File: src/rtl/apb_bridge_ctrl.sv
// -----------------------------------------------------------------------------
// apb_bridge_ctrl
//
// Sequencing controller for the APB side of an AHB-Lite to APB bridge.
// It accepts AHB-Lite single transfers and decodes which of three peripheral
// slots is the target. It then runs the two-phase APB SETUP/ACCESS sequence and
// holds the AHB master in its data phase until the APB access completes.
//
// Handshake: the AHB side uses HREADYin/HREADYOUT as its valid/ready pair.
// An address phase is taken only in a cycle where HSEL, HREADYin and a
// NONSEQ/SEQ HTRANS are all high and the address decodes to a slot. The data
// phase completes in the first cycle where HREADYOUT is high. While HREADYOUT
// is low, the address/control inputs are ignored. On the APB side,
// PSELx/PENABLE follow the standard SETUP (PSELx=1, PENABLE=0) then ACCESS
// (PSELx=1, PENABLE=1) order. Slaves are assumed zero-wait (no PREADY).
//
// Parameters:
//   ADDR_BASE  base address of peripheral slot 0
//   SLOT_BITS  log2 of each slot's size; slot k = ADDR_BASE + k*2^SLOT_BITS
//
// Ports:
//   HCLK, HRESET      clock, asynchronous active-high reset
//   HSEL, HREADYin    AHB select and bus ready
//   HTRANS, HWRITE    AHB transfer type and direction
//   HADDR, HWDATA     AHB address and write data
//   PRDATA            APB read data
//   HREADYOUT, HRESP  AHB ready (low = wait state) and response (always OKAY)
//   HRDATA            AHB read data (pass-through of PRDATA during read ACCESS)
//   PSELx             one-hot APB peripheral select
//   PENABLE, PWRITE   APB access phase and direction
//   PADDR, PWDATA     APB address and write data
// -----------------------------------------------------------------------------
module apb_bridge_ctrl #(
    parameter logic [31:0] ADDR_BASE = 32'h8000_0000,
    parameter int          SLOT_BITS = 26
) (
    input  logic        HCLK,
    input  logic        HRESET,
    input  logic        HSEL,
    input  logic        HREADYin,
    input  logic [1:0]  HTRANS,
    input  logic        HWRITE,
    input  logic [31:0] HADDR,
    input  logic [31:0] HWDATA,
    input  logic [31:0] PRDATA,
    output logic        HREADYOUT,
    output logic [1:0]  HRESP,
    output logic [31:0] HRDATA,
    output logic [2:0]  PSELx,
    output logic        PENABLE,
    output logic        PWRITE,
    output logic [31:0] PADDR,
    output logic [31:0] PWDATA
);

    localparam logic [1:0] HTRANS_NONSEQ = 2'b10;
    localparam logic [1:0] HTRANS_SEQ    = 2'b11;
    localparam logic [31:0] NUM_SLOTS    = 32'd3;

    typedef enum logic [2:0] {
        ST_IDLE    = 3'd0,
        ST_WWAIT   = 3'd1,
        ST_READ    = 3'd2,
        ST_WRITE   = 3'd3,
        ST_RENABLE = 3'd4,
        ST_WENABLE = 3'd5
    } state_t;

    state_t state;
    state_t next_state;

    // ---------------------------------------------------------------------
    // Address decode
    // ---------------------------------------------------------------------
    logic [31:0] slot_offset;
    logic [31:0] slot_num;
    logic [1:0]  slot_idx;
    logic        in_range;
    logic        valid_xfer;
    logic        can_accept;
    logic        accept;

    // The subtraction wraps for addresses below ADDR_BASE, so they produce a
    // huge slot number and fail the range check without a separate compare.
    assign slot_offset = HADDR - ADDR_BASE;
    assign slot_num    = slot_offset >> SLOT_BITS;
    assign in_range    = (slot_num < NUM_SLOTS);
    assign slot_idx    = slot_num[1:0];

    assign valid_xfer  = HSEL && HREADYin && in_range &&
                         ((HTRANS == HTRANS_NONSEQ) || (HTRANS == HTRANS_SEQ));

    // A new address phase can only be taken when the previous data phase is
    // finishing, which is exactly when HREADYOUT is high: IDLE and the ACCESS states.
    assign can_accept  = (state == ST_IDLE) || (state == ST_RENABLE) ||
                         (state == ST_WENABLE);
    assign accept      = valid_xfer && can_accept;

    // ---------------------------------------------------------------------
    // Latched transfer (address, direction, slot)
    // ---------------------------------------------------------------------
    logic [31:0] addr_q;
    logic        write_q;
    logic [1:0]  slot_q;

    // Values that the upcoming SETUP/ACCESS cycle should present: a transfer
    // accepted this cycle wins over the one already held.
    logic [31:0] addr_next;
    logic        write_next;
    logic [1:0]  slot_next;

    assign addr_next  = accept ? HADDR    : addr_q;
    assign write_next = accept ? HWRITE   : write_q;
    assign slot_next  = accept ? slot_idx : slot_q;

    always_ff @(posedge HCLK or posedge HRESET) begin
        if (HRESET) begin
            addr_q  <= '0;
            write_q <= 1'b0;
            slot_q  <= '0;
        end else if (accept) begin
            addr_q  <= HADDR;
            write_q <= HWRITE;
            slot_q  <= slot_idx;
        end
    end

    // ---------------------------------------------------------------------
    // FSM: state register
    // ---------------------------------------------------------------------
    always_ff @(posedge HCLK or posedge HRESET) begin
        if (HRESET) begin
            state <= ST_IDLE;
        end else begin
            state <= next_state;
        end
    end

    // ---------------------------------------------------------------------
    // FSM: next state and next values of the registered outputs
    // ---------------------------------------------------------------------
    logic       hready_nx;
    logic [2:0] psel_nx;
    logic       penable_nx;
    logic       load_apb;

    always_comb begin
        next_state = state;
        case (state)
            ST_IDLE: begin
                if (valid_xfer) begin
                    next_state = HWRITE ? ST_WWAIT : ST_READ;
                end
            end
            ST_WWAIT:   next_state = ST_WRITE;
            ST_READ:    next_state = ST_RENABLE;
            ST_WRITE:   next_state = ST_WENABLE;
            ST_RENABLE,
            ST_WENABLE: begin
                // Back-to-back: the master has already advanced to its next
                // address phase, so go straight into the next transfer.
                if (valid_xfer) begin
                    next_state = HWRITE ? ST_WWAIT : ST_READ;
                end else begin
                    next_state = ST_IDLE;
                end
            end
            default:    next_state = ST_IDLE;
        endcase
    end

    // Outputs are registered, so they are decoded from the state being
    // entered rather than the current one.
    always_comb begin
        hready_nx  = 1'b1;
        psel_nx    = 3'b000;
        penable_nx = 1'b0;
        load_apb   = 1'b0;
        case (next_state)
            ST_WWAIT: begin
                hready_nx = 1'b0;
            end
            ST_READ,
            ST_WRITE: begin
                hready_nx = 1'b0;
                psel_nx   = 3'b001 << slot_next;
                load_apb  = 1'b1;
            end
            ST_RENABLE,
            ST_WENABLE: begin
                psel_nx    = 3'b001 << slot_next;
                penable_nx = 1'b1;
            end
            default: begin
                hready_nx = 1'b1;
            end
        endcase
    end

    // ---------------------------------------------------------------------
    // Registered outputs
    // ---------------------------------------------------------------------
    always_ff @(posedge HCLK or posedge HRESET) begin
        if (HRESET) begin
            HREADYOUT <= 1'b1;
            PSELx     <= 3'b000;
            PENABLE   <= 1'b0;
            PWRITE    <= 1'b0;
            PADDR     <= '0;
            PWDATA    <= '0;
        end else begin
            HREADYOUT <= hready_nx;
            PSELx     <= psel_nx;
            PENABLE   <= penable_nx;
            // PADDR/PWRITE change only on entry to SETUP, so they stay stable
            // through ACCESS and keep their last values while idle.
            if (load_apb) begin
                PADDR  <= addr_next;
                PWRITE <= write_next;
            end
            // HWDATA is valid during the write data phase, i.e. in ST_WWAIT.
            if (state == ST_WWAIT) begin
                PWDATA <= HWDATA;
            end
        end
    end

    // ---------------------------------------------------------------------
    // Combinational AHB return path
    // ---------------------------------------------------------------------
    assign HRDATA = (state == ST_RENABLE) ? PRDATA : 32'h0000_0000;
    assign HRESP  = 2'b00;

    // ---------------------------------------------------------------------
    // Protocol properties
    // ---------------------------------------------------------------------
    a_psel_onehot0 : assert property (@(posedge HCLK) disable iff (HRESET)
        $onehot0(PSELx));

    a_penable_after_setup : assert property (@(posedge HCLK) disable iff (HRESET)
        PENABLE |-> (($past(PSELx) != 3'b000) && ($past(PSELx) == PSELx) &&
                     ($past(PADDR) == PADDR)));

endmodule

File: config.mk
export PLATFORM = sky130hd
export DESIGN_NAME = apb_bridge_ctrl
export DESIGN_NICKNAME = d
export VERILOG_FILES = /design/src/rtl/apb_bridge_ctrl.sv
export SDC_FILE = /design/constraint.sdc
export NUM_CORES = 1
export LEC_CHECK = 0
export ABC_AREA = 1
export BUFFER_PORTS_ARGS = -buffer_cell sky130_fd_sc_hd__buf_2
export CAP_MARGIN = 20
export CORE_MARGIN = 2
export CORE_UTILIZATION = 47
export DETAILED_ROUTE_END_ITERATION = 10
export PLACE_DENSITY = 0.93
export SETUP_SLACK_MARGIN = 0.5
export SYNTH_ARGS = -nofsm -noshare
export SYNTH_HDL_FRONTEND = slang
export SYNTH_SLANG_ARGS = --single-unit
File: constraint.sdc
create_clock -name HCLK -period 4.3 [get_ports HCLK]
set_input_delay 0.215 -clock HCLK [delete_from_list [all_inputs] [get_ports HCLK]]
set_output_delay 0.215 -clock HCLK [all_outputs]
set_load 0.005 [all_outputs]
==> impl_metrics.py, run 1 <==
metrics = {
    "timing": {
        "fin_ws_ns": 1.11,
        "worstMarginPinSlew_ns": 1.01,
        "final-setup-viol-count": 0,
        "rsz0062_at_grt": "no",
        "min_period_over_period_pct": 74.3,
        "fin_setup_tns_ns": 0,
        "finalHoldWorstSlack_ns": -0.00222,
        "slew_headroom_pct": 32.1,
        "hold_violations": 6,
        "finalCriticalPeriod_ns": 3.19,
        "fin_skew_ns": 0.0165,
        "maxSlewViolCount": 0,
        "fmax_mhz": 313,
    },
    "floorplanning": {
        "start_util_pct": 48.3,
        "die_h_um": 101,
        "io_pins": 207,
        "dieArea_um2": 10200,
        "core_um2": 9200,
        "die_x_um": 101,
        "rows": 35,
    },
    "cells_and_area": {
        "seq_area_um2": 2700,
        "final_cell_area_um2": 5720,
        "final_cell_mix": "nand2_1, buf_2, dfrtp_1, inv_1, nor2_1",
        "fillCellCount": 776,
        "nets": 831,
        "syn_to_final_growth_pct": 28.8,
        "multi_input_area_um2": 1440,
        "final_common_cell": "nand2_1",
        "diodes": 0,
        "drive_above_1_share_pct": 34.7,
        "layout.cells.non_filler": 842,
    },
    "synthesis": {
        "ys_warn_count": 0,
        "synth_fa_ha_area_share_pct": 0.563,
        "synth_simple_gate_area_share_pct": 30.4,
        "synth_cell_type_count": 23,
        "synthesis.instances": 529,
        "yosys.area.top_type": "dfrtp_1",
        "avgSynthCellArea_um2": 8.40,
        "syn_area_um2": 4440,
        "synth_top_area_share_pct": 60.3,
        "yosysSeqAreaShare_pct": 60.9,
        "synth_seq_cells": 108,
        "synth.area.top_cells": "dfrtp_1, nand2_1, inv_1, nor2_1, nand2_2",
        "synth-compound-area-share_pct": 1.35,
        "synth.area.mux_share_pct": 0,
        "synth_top_family_by_area": "simple AND/OR/NAND/NOR gates",
        "yosys.area_share.xor_xnor_pct": 0,
    },
    "run": {
        "drv_cap": 0,
    },
    "clocking": {
        "holdBufCountCts": 0,
        "numCtsBuffers": 9,
        "cts_max_level": 3,
        "insertion_delay_ns": 0.37,
        "cts.path.max_buffers": 2,
        "cts_resized": 0,
        "cts_setup_buffers": 0,
        "path_clk_slew_ns": 0.12,
        "cts-root-buf": "clkbuf_8",
        "clock_sinks": 108,
        "cts_tree": "done",
    },
    "run_status": {
        "status": "finished with violations",
        "violations": "hold timing",
    },
    "placement": {
        "place_inst": 826,
        "place.detailed.hpwl_mm": 7.71,
        "io_buffers": 203,
        "placed_area_um2": 5520,
        "finalWeightedCongestion": 0.813,
        "post-place-ws_ns": 1.12,
    },
    "drt": {
        "via_per_inst": 4.58,
        "drc": 0,
        "drtIter0Drc": 144,
        "via_count": 3857,
        "wl_mm": 10.5,
        "wl_per_cell_um": 12.5,
        "drt_pass1_iterations": 4,
        "ant_nets": 0,
    },
    "global_route": {
        "grt_max_degree": 76,
        "grt_pass1_wl_mm": 17.3,
        "grt_overflow_total": 0,
        "antenna_found_initial": 0,
        "grt_usage_pct": 21.2,
        "grt_pass1_vias": 3773,
    },
    "setup_path": {
        "worst_path_max_delay_cell": "clkinv_1",
        "cp_slowest_stage_delay_ns": 0.89,
        "r2r_cells": 10,
        "worst_ep_required_time_ns": 4.58,
        "cp.arrival_ns": 3.47,
        "cp_common_cell": "buf_4",
        "endpoint": "PADDR[28]",
        "reg2reg_slack_ns": 1.11,
        "crit_path_start_kind": "flop",
        "crit_chain": "inv_2, nand2_2, nor2_2, buf_4, inv_1, nand2_1, ha_1, buf_4, clkinv_1, o21ai_0",
        "critPathKind": "flop to flop",
        "worstSetupEndpointType": "flop",
        "worstReg2RegEnd": "PADDR[28]",
        "crit_fanout": 36,
        "crit_start": "state[2]",
        "r2r_start": "state[2]",
    },
    "pwr": {
        "power_mw": 2.79,
        "pwr_density_cell_nw_per_um2": 487,
        "p_leak_nw": 3.61,
        "vdd_drop_max_v": 0.000292,
    },
    "hold_path": {
        "min_path_type": "input pin to async pin",
    },
}
==> where the power goes <==
group	total, mW	switching, mW	internal (mW)
Combinational	0.749	0.412	0.337
Clock	0.605	0.374	0.231
Sequential	1.43	0.143	1.29
Total	2.79	0.930	1.86
==> metrics by stage <==
stage               hold slack [ns]  util (%)
floorplan                     0.332         -
global placement              0.416      60.1
detailed placement            0.421      60.1
CTS                          0.0235      62.2
global route                 0.0288      62.2
finish                     -0.00222      62.2
==> per-layer routing <==
metal  track usage [%]  routed length [um]  vias to the layer above
li1                  -                   -                     1948
met4              6.76                 172                        0
met2              35.0                5180                      135
met3              3.31                 532                       15
met5                 0                   0                        -
met1              29.0                4660                     1759
==> worst max-delay path, delay by kind of cell, from the launching register on <==
family | cells | cell delay [ns]
compound gates | 1 | 0.44
fa+ha+maj | 1 | 0.15
buf+inv | 5 | 1.73
flops | 1 | 0.48
simple gates | 3 | 0.28
==> layout make-up <==
cell class,count,share of cell area [%]
clock buffers,9,2.16
flip-flops and latches,108,47.3
well taps,111,2.43
inverters,50,3.32
clock inverters,7,1.31
multi-input cells,350,25.2
repair buffers,207,18.3
==> sequential cells by signal (all words and copies together), names as in the netlist <==
signal,count
HREADYOUT,1
PADDR,32
PENABLE,1
PSELx,3
PWDATA,32
PWRITE,1
addr_q,32
slot_q,2
state,3
write_q,1
==> Yosys cell counts <==
cell         n
o21ai_0      3
nor3_4       1
o21ai_2      1
nand2_1    265
buf_4        2
o2111ai_1    3
dfrtp_1    107
buf_6        2
inv_2        1
or2_2        1
nor2_2       1
dfstp_2      1
inv_1       48
conb_1       1
nand3_1      3
ha_1         2
nand2_2     23
clkbuf_1    12
clkinv_1     1
nor2_1      41
nand4_1      2
o21ai_1      2
buf_2        6
==> worst min-delay path by stage <==
| stage | cells past startpoint | start | endpoint |
|---|---|---|---|
| detailed placement | 3 | HWDATA[12] | PWDATA[12] |
| global route | 3 | HWDATA[26] | PWDATA[26] |
| floorplan | 2 | HWDATA[0] | PWDATA[0] |
| CTS | 3 | HWDATA[14] | PWDATA[14] |
| global placement | 3 | HWDATA[14] | PWDATA[14] |
| finish | 2 | HRESET | PADDR[7] |
==> logic make-up after synthesis <==
kind of cell	after synthesis
buf+inv	72
flops	108
fa+ha+maj	2
simple gates	337
compound gates	9
other cells	1
Note: power is estimated with default switching activity, not from simulation.
==> run 2: changes to the inputs <==
--- a/config.mk
+++ b/config.mk
@@ -5,13 +5,13 @@
 export SDC_FILE = /design/constraint.sdc
 export NUM_CORES = 1
 export LEC_CHECK = 0
-export ABC_AREA = 1
+export ABC_AREA = 0
 export BUFFER_PORTS_ARGS = -buffer_cell sky130_fd_sc_hd__buf_2
 export CAP_MARGIN = 20
 export CORE_MARGIN = 2
-export CORE_UTILIZATION = 47
+export CORE_UTILIZATION = 42
 export DETAILED_ROUTE_END_ITERATION = 10
-export PLACE_DENSITY = 0.93
+export PLACE_DENSITY = 0.88
 export SETUP_SLACK_MARGIN = 0.5
 export SYNTH_ARGS = -nofsm -noshare
 export SYNTH_HDL_FRONTEND = slang
==> constraint.sdc (replaced) <==
create_clock -name HCLK -period 2.8 [get_ports HCLK]
set_input_delay 0.14 -clock HCLK [delete_from_list [all_inputs] [get_ports HCLK]]
set_output_delay 0.14 -clock HCLK [all_outputs]
set_load 0.005 [all_outputs]
==> run 2 against run 1 <==
The flow now finishes without violations; global-route usage shrank 0.95 points; design area up 5.5%; count of clock-buffer cells in the layout is the same; first-iteration DRC count grew 67%; synthesized cell count decreased by 25%; final cell count down 9.7%; largest power group unchanged.
==> impl_metrics.py, run 2 <==
metrics = {
    "synthesis": {
        "synth_cell_type_count": 30,
        "synth-main-ff-cell": "dfrtp_1",
        "synth_top_area_share_pct": 60.8,
        "yosys-top-cells-count": "dfrtp_1, and2_1, o21ai_0, nand2_1, nor2_1",
        "synth_seq_cells": 108,
        "synth_edf_count": 0,
        "avgSynthCellArea_um2": 11.1,
        "synthesis.instances": 398,
        "synth.area.top_cells": "dfrtp_1, mux2_2, and2_1, a31oi_1, o21ai_0",
        "syn_area_um2": 4400,
        "synthArstFlopShare_pct": 100,
        "yosys.area.top_type": "dfrtp_1",
        "synth_most_common_cell": "dfrtp_1",
        "ys_warn_count": 0,
        "yosysSeqAreaShare_pct": 61.4,
    },
    "timing": {
        "worstMarginPinSlew_ns": 0.904,
        "fin_skew_ns": 0.00839,
        "finalCriticalPeriod_ns": 1.97,
        "finalHoldWorstSlack_ns": 0.0205,
        "maxSlewViolCount": 0,
        "slew_headroom_pct": 39.6,
        "rsz0062_at_grt": "no",
        "hold_violations": 0,
        "final-setup-viol-count": 0,
        "min_period_over_period_pct": 70.4,
        "fin_setup_tns_ns": 0,
        "fin_ws_ns": 0.829,
        "fmax_mhz": 507,
    },
    "global_route": {
        "grt_overflow_total": 0,
        "grt_pass1_vias": 3707,
        "antenna_found_initial": 0,
        "grt_max_degree": 48,
        "grt_usage_pct": 20.2,
        "grt_pass1_wl_mm": 18.1,
    },
    "floorplanning": {
        "die_x_um": 106,
        "rows": 37,
        "die_h_um": 106,
        "core_um2": 10200,
        "dieArea_um2": 11300,
        "start_util_pct": 43.0,
        "io_pins": 207,
    },
    "drt": {
        "via_per_inst": 4.96,
        "wl_per_cell_um": 15.0,
        "wl_mm": 11.4,
        "drc": 0,
        "via_count": 3769,
        "drtIter0Drc": 241,
        "drt_pass1_iterations": 6,
        "ant_nets": 0,
    },
    "clocking": {
        "insertion_delay_ns": 0.36,
        "clock_sinks": 108,
        "cts-root-buf": "clkbuf_8",
        "cts_tree": "done",
        "numCtsBuffers": 9,
        "cts_resized": 0,
        "cts_max_level": 3,
        "path_clk_slew_ns": 0.11,
        "cts.path.max_buffers": 2,
    },
    "setup_path": {
        "crit_fanout": 25,
        "cp_slowest_stage_delay_ns": 0.44,
        "worstSetupEndpointType": "flop",
        "cp.arrival_ns": 2.26,
        "crit_path_start_kind": "flop",
        "reg2reg_slack_ns": 0.83,
        "crit_buf_inv": 1,
        "worst_ep_required_time_ns": 3.09,
        "critPathKind": "flop to flop",
        "worst_path_max_delay_cell": "ha_2",
        "path_delay_family": "adder cells",
        "crit_chain": "nor2b_1, o21ba_2, ha_2, buf_4, nor2_1, a31oi_1",
    },
    "hold_path": {
        "min_path_type": "input pin to flop",
    },
    "cells_and_area": {
        "syn_to_final_growth_pct": 37.1,
        "final_cell_mix": "buf_2, dfrtp_1, o21ai_0, and2_1, nand2_1",
        "largest_registers": "PADDR: 32 flops, PWDATA: 32 flops, addr_q: 32 flops",
        "nets": 724,
        "drive_above_1_share_pct": 43.6,
        "final_common_cell": "buf_2",
        "diodes": 0,
    },
    "pwr": {
        "p_leak_nw": 3.17,
        "vdd_drop_max_v": 0.000389,
        "pwr_density_cell_nw_per_um2": 790,
    },
    "run_status": {
        "status": "finished, final reports clean",
    },
    "run": {
        "drv_cap": 0,
    },
    "placement": {
        "finalWeightedCongestion": 0.763,
        "post-place-ws_ns": 0.472,
        "place.detailed.hpwl_mm": 7.92,
        "io_buffers": 203,
    },
}
-- run 2: cell count changes after synthesis, sizes merged, moves of 29 or more --
cell / previous run / this run
and2: 0 / 35
o21ai: 6 / 35
inv: 49 / 3
nand2: 288 / 34
a31oi: 0 / 30
mux2: 0 / 32
-- run 2: worst reg2reg max path, stage by stage (launching register included) --
cell and delay, ns:
dfrtp_1 0.40, nor2b_1 0.26, o21ba_2 0.20, ha_2 0.44
buf_4 0.35, nor2_1 0.09, a31oi_1 0.16
-- run 2: timing repair --
item / 4_1_cts / 5_1_grt
buffers inserted: 0 / 0
hold buffers: 24 / 0
setup endpoints to repair: 0 / 0
endpoints found under the hold margin: 62 / 0
-- run 2: routing by layer --
metal  global-route usage [%]  share of wire, %  vias up
met2                     33.9                50      143
li1                         -                 -     1800
met4                     7.42               1.7        0
met5                        0                 0        -
met1                     27.0                43     1811
met3                     2.58               5.6       15
-- run 2: final cells by class --
type / count / area (um^2)
repair buffers: 237 / 1340
flip-flops and latches: 108 / 2700
fillers: 846 / 4190
multi-input cells: 260 / 1600
clock buffers: 9 / 124
inverters: 3 / 15.0
well taps: 136 / 170
clock inverters: 7 / 83.8
-- run 2: where the power goes --
group / switching (mW) / internal [mW] / leakage, nW / total [mW]
registers: 0.263 / 2.07 / 1.34 / 2.33
logic: 0.687 / 0.772 / 1.72 / 1.46
clock network: 0.549 / 0.430 / 0.102 / 0.978
-- run 2: path summary, 6_finish.rpt --
kind,startpoint,to,depth (start not counted)
setup / recovery,state[0],PADDR[20],6
hold reg to reg,addr_q[31],addr_q[31],2
max in group asynchronous,HRESET,state[0],4
hold / removal,HADDR[9],addr_q[9],3
min in group asynchronous,HRESET,addr_q[4],3
setup reg to reg,state[0],PADDR[20],6
-- run 2: logic make-up after synthesis --
group,share of synthesized area (%)
adders and majority gates,0.568
AOI/OAI and AO/OA,10.2
muxes,8.18
other,0.0852
buffers and inverters,3.01
and+or+nand+nor,16.6
DFF,61.4
-- run 2: through the flow --
step / instances / instance area (um^2) / utilization, % / total power [mW]
4_1_cts: 760 / 6040 / 59.0 / 4.81
3_5_place_dp: 720 / 5590 / 54.6 / 3.81
5_1_grt: 760 / 6040 / 59.0 / 5.09
3_3_place_gp: 720 / 5590 / 54.6 / 3.70
6_report: 760 / 6040 / 59.0 / 4.77
2_1_floorplan: 399 / 4410 / - / 3.03
==> run 3: changes to the inputs <==
==> constraint.sdc (replaced) <==
create_clock -name HCLK -period 1.7 [get_ports HCLK]
set_input_delay 0.085 -clock HCLK [delete_from_list [all_inputs] [get_ports HCLK]]
set_output_delay 0.085 -clock HCLK [all_outputs]
set_load 0.005 [all_outputs]
==> run 3 against run 2 <==
Clock skew increased by 0.0031 ns; register-to-register slack worse by 0.71 ns; clock power grew 55%; count of clock-buffer cells in the layout is 2 higher; non-clock buffer count grew 54; critical path type is now flop to output port.
==> impl_metrics.py, run 3 (synthesis results as in run 2) <==
metrics = {
    "global_route": {
        "grt_usage_pct": 22.3,
        "grt_pass1_wl_mm": 19.7,
        "grt_max_degree": 109,
        "grt_pass1_vias": 4054,
        "grt_overflow_total": 0,
        "antenna_found_initial": 1,
    },
    "clocking": {
        "insertion_delay_ns": 0.37,
        "path_clk_slew_ns": 0.10,
        "cts_max_level": 3,
        "cts-root-buf": "clkbuf_8",
        "cts_tree": "done",
        "numCtsBuffers": 9,
        "cts.path.max_buffers": 2,
        "clock_sinks": 108,
    },
    "cells_and_area": {
        "nets": 778,
        "final_cell_mix": "buf_2, dfrtp_1, dlygate4sd3_1, buf_6, mux2_2",
        "final_cell_area_um2": 7520,
        "largest_registers": "PADDR: 32 flops, PWDATA: 32 flops, addr_q: 32 flops",
        "fillCellCount": 664,
        "final_common_cell": "buf_2",
        "drive_above_1_share_pct": 59.4,
        "syn_to_final_growth_pct": 70.8,
    },
    "setup_path": {
        "crit_chain": "nor3b_4, buf_6, buf_6, and2_4, buf_6",
        "crit_buf_inv": 3,
        "worst_path_max_delay_cell": "dfrtp_2",
        "cp.arrival_ns": 1.51,
        "worst_ep_required_time_ns": 1.62,
        "crit_fanout": 8,
        "path_delay_family": "flip-flops",
        "critPathKind": "flop to output port",
        "crit_path_start_kind": "flop",
        "cp_common_cell": "buf_6",
        "worstSetupEndpointType": "output port",
        "cp_slowest_stage_delay_ns": 0.44,
    },
    "timing": {
        "min_period_over_period_pct": 93.9,
        "final-setup-viol-count": 0,
        "fin_skew_ns": 0.0115,
        "hold_violations": 0,
        "slew_headroom_pct": 57.7,
        "rsz0062_at_grt": "yes",
        "maxSlewViolCount": 0,
        "finalCriticalPeriod_ns": 1.60,
        "finalHoldWorstSlack_ns": 0.0194,
        "worstMarginPinSlew_ns": 0.634,
        "fin_ws_ns": 0.104,
        "fin_setup_tns_ns": 0,
        "fmax_mhz": 627,
    },
    "floorplanning": {
        "dieArea_um2": 11300,
        "die_x_um": 106,
        "rows": 37,
        "core_um2": 10200,
        "start_util_pct": 43.0,
        "die_h_um": 106,
        "io_pins": 207,
    },
    "drt": {
        "via_per_inst": 5.13,
        "via_count": 4181,
        "drtIter0Drc": 142,
        "wl_per_cell_um": 17.5,
        "drc": 0,
        "drt_pass1_iterations": 4,
        "ant_nets": 0,
        "wl_mm": 14.2,
    },
    "hold_path": {
        "min_path_type": "input pin to flop",
    },
    "placement": {
        "finalWeightedCongestion": 0.822,
        "io_buffers": 203,
        "place.detailed.hpwl_mm": 7.74,
        "placed_area_um2": 5750,
        "post-place-ws_ns": -0.132,
    },
    "run": {
        "drv_cap": 0,
    },
    "pwr": {
        "p_leak_nw": 3.52,
        "vdd_drop_max_v": 0.000564,
        "pwr_density_cell_nw_per_um2": 1120,
    },
    "run_status": {
        "status": "finished, final reports clean",
    },
}
## run 3: cell types whose count changed in the layout (fill, tap and decap cells not counted), sizes merged
| cell | delta |
|---|---|
| clkinvlp | +1 |
| diode | +1 |
| dlygate4sd3 | +35 |
| buf | +18 |
| clkinv | -1 |
| bufinv | -1 |
| clkbuf | +3 |
| inv | -1 |
## run 3: layout make-up
cell class	instances	area, um^2	share of cell area, %
antenna	1	2.50	0.0333
clock buffer	11	151	2.01
clock inverter	5	43.8	0.582
inverter	3	15.0	0.200
multi-input combinational	260	2270	30.1
sequential	108	2710	36.0
tap	136	170	2.26
timing repair buffer	291	2160	28.8
## run 3: routing by layer
metal	GRT usage [%]	share of wire (%)	vias up
met5	0	0	-
li1	-	-	1918
met1	26.6	36	2038
met4	8.27	3.4	0
met3	4.05	5.2	47
met2	40.1	55	178
## run 3: repair_timing
| item | in CTS | in global routing |
|---|---|---|
| resized for setup | 68 | 155 |
| endpoints found under the setup margin | 135 | 135 |
| pin swaps | 31 | 72 |
| hold buffers | 59 | 0 |
| hold endpoints to repair | 180 | 0 |
| gates cloned | 4 | 1 |
| setup buffers | 4 | 0 |
## run 3: power by group
| part | total (mW) | switching [mW] | internal (mW) |
|---|---|---|---|
| sequential | 3.89 | 0.475 | 3.41 |
| clock | 1.52 | 0.883 | 0.632 |
| combinational | 2.98 | 1.38 | 1.60 |
## run 3: final timing paths
check                      startpoint    endpoint  slack [ns]  depth (start not counted)
min in group asynchronous      HRESET  PWDATA[24]        0.46                          4
max                          state[1]   HRDATA[0]        0.10                          5
min reg2reg                addr_q[31]  addr_q[31]        0.47                          2
max in group asynchronous      HRESET    state[1]        0.82                          4
min                            HWRITE     write_q        0.02                          3
max reg2reg                  state[0]   PADDR[17]        0.12                          6
## run 3: through the flow
step                utilization, %  power [mW]  instances
floorplan                        -        5.05        399
global placement              56.2        6.16        730
detailed placement            56.2        6.33        730
CTS                           66.5        8.08        813
global route                  73.5        8.85        815
finish                        73.5        8.39        815
## run 3: worst register-to-register path, delay by kind of cell (launching register included)
| family | cells | cell delay [ns] |
|---|---|---|
| compound gates | 2 | 0.35 |
| simple gates | 2 | 0.31 |
| buf+inv | 1 | 0.18 |
| flops | 1 | 0.44 |
| fa+ha+maj | 1 | 0.21 |
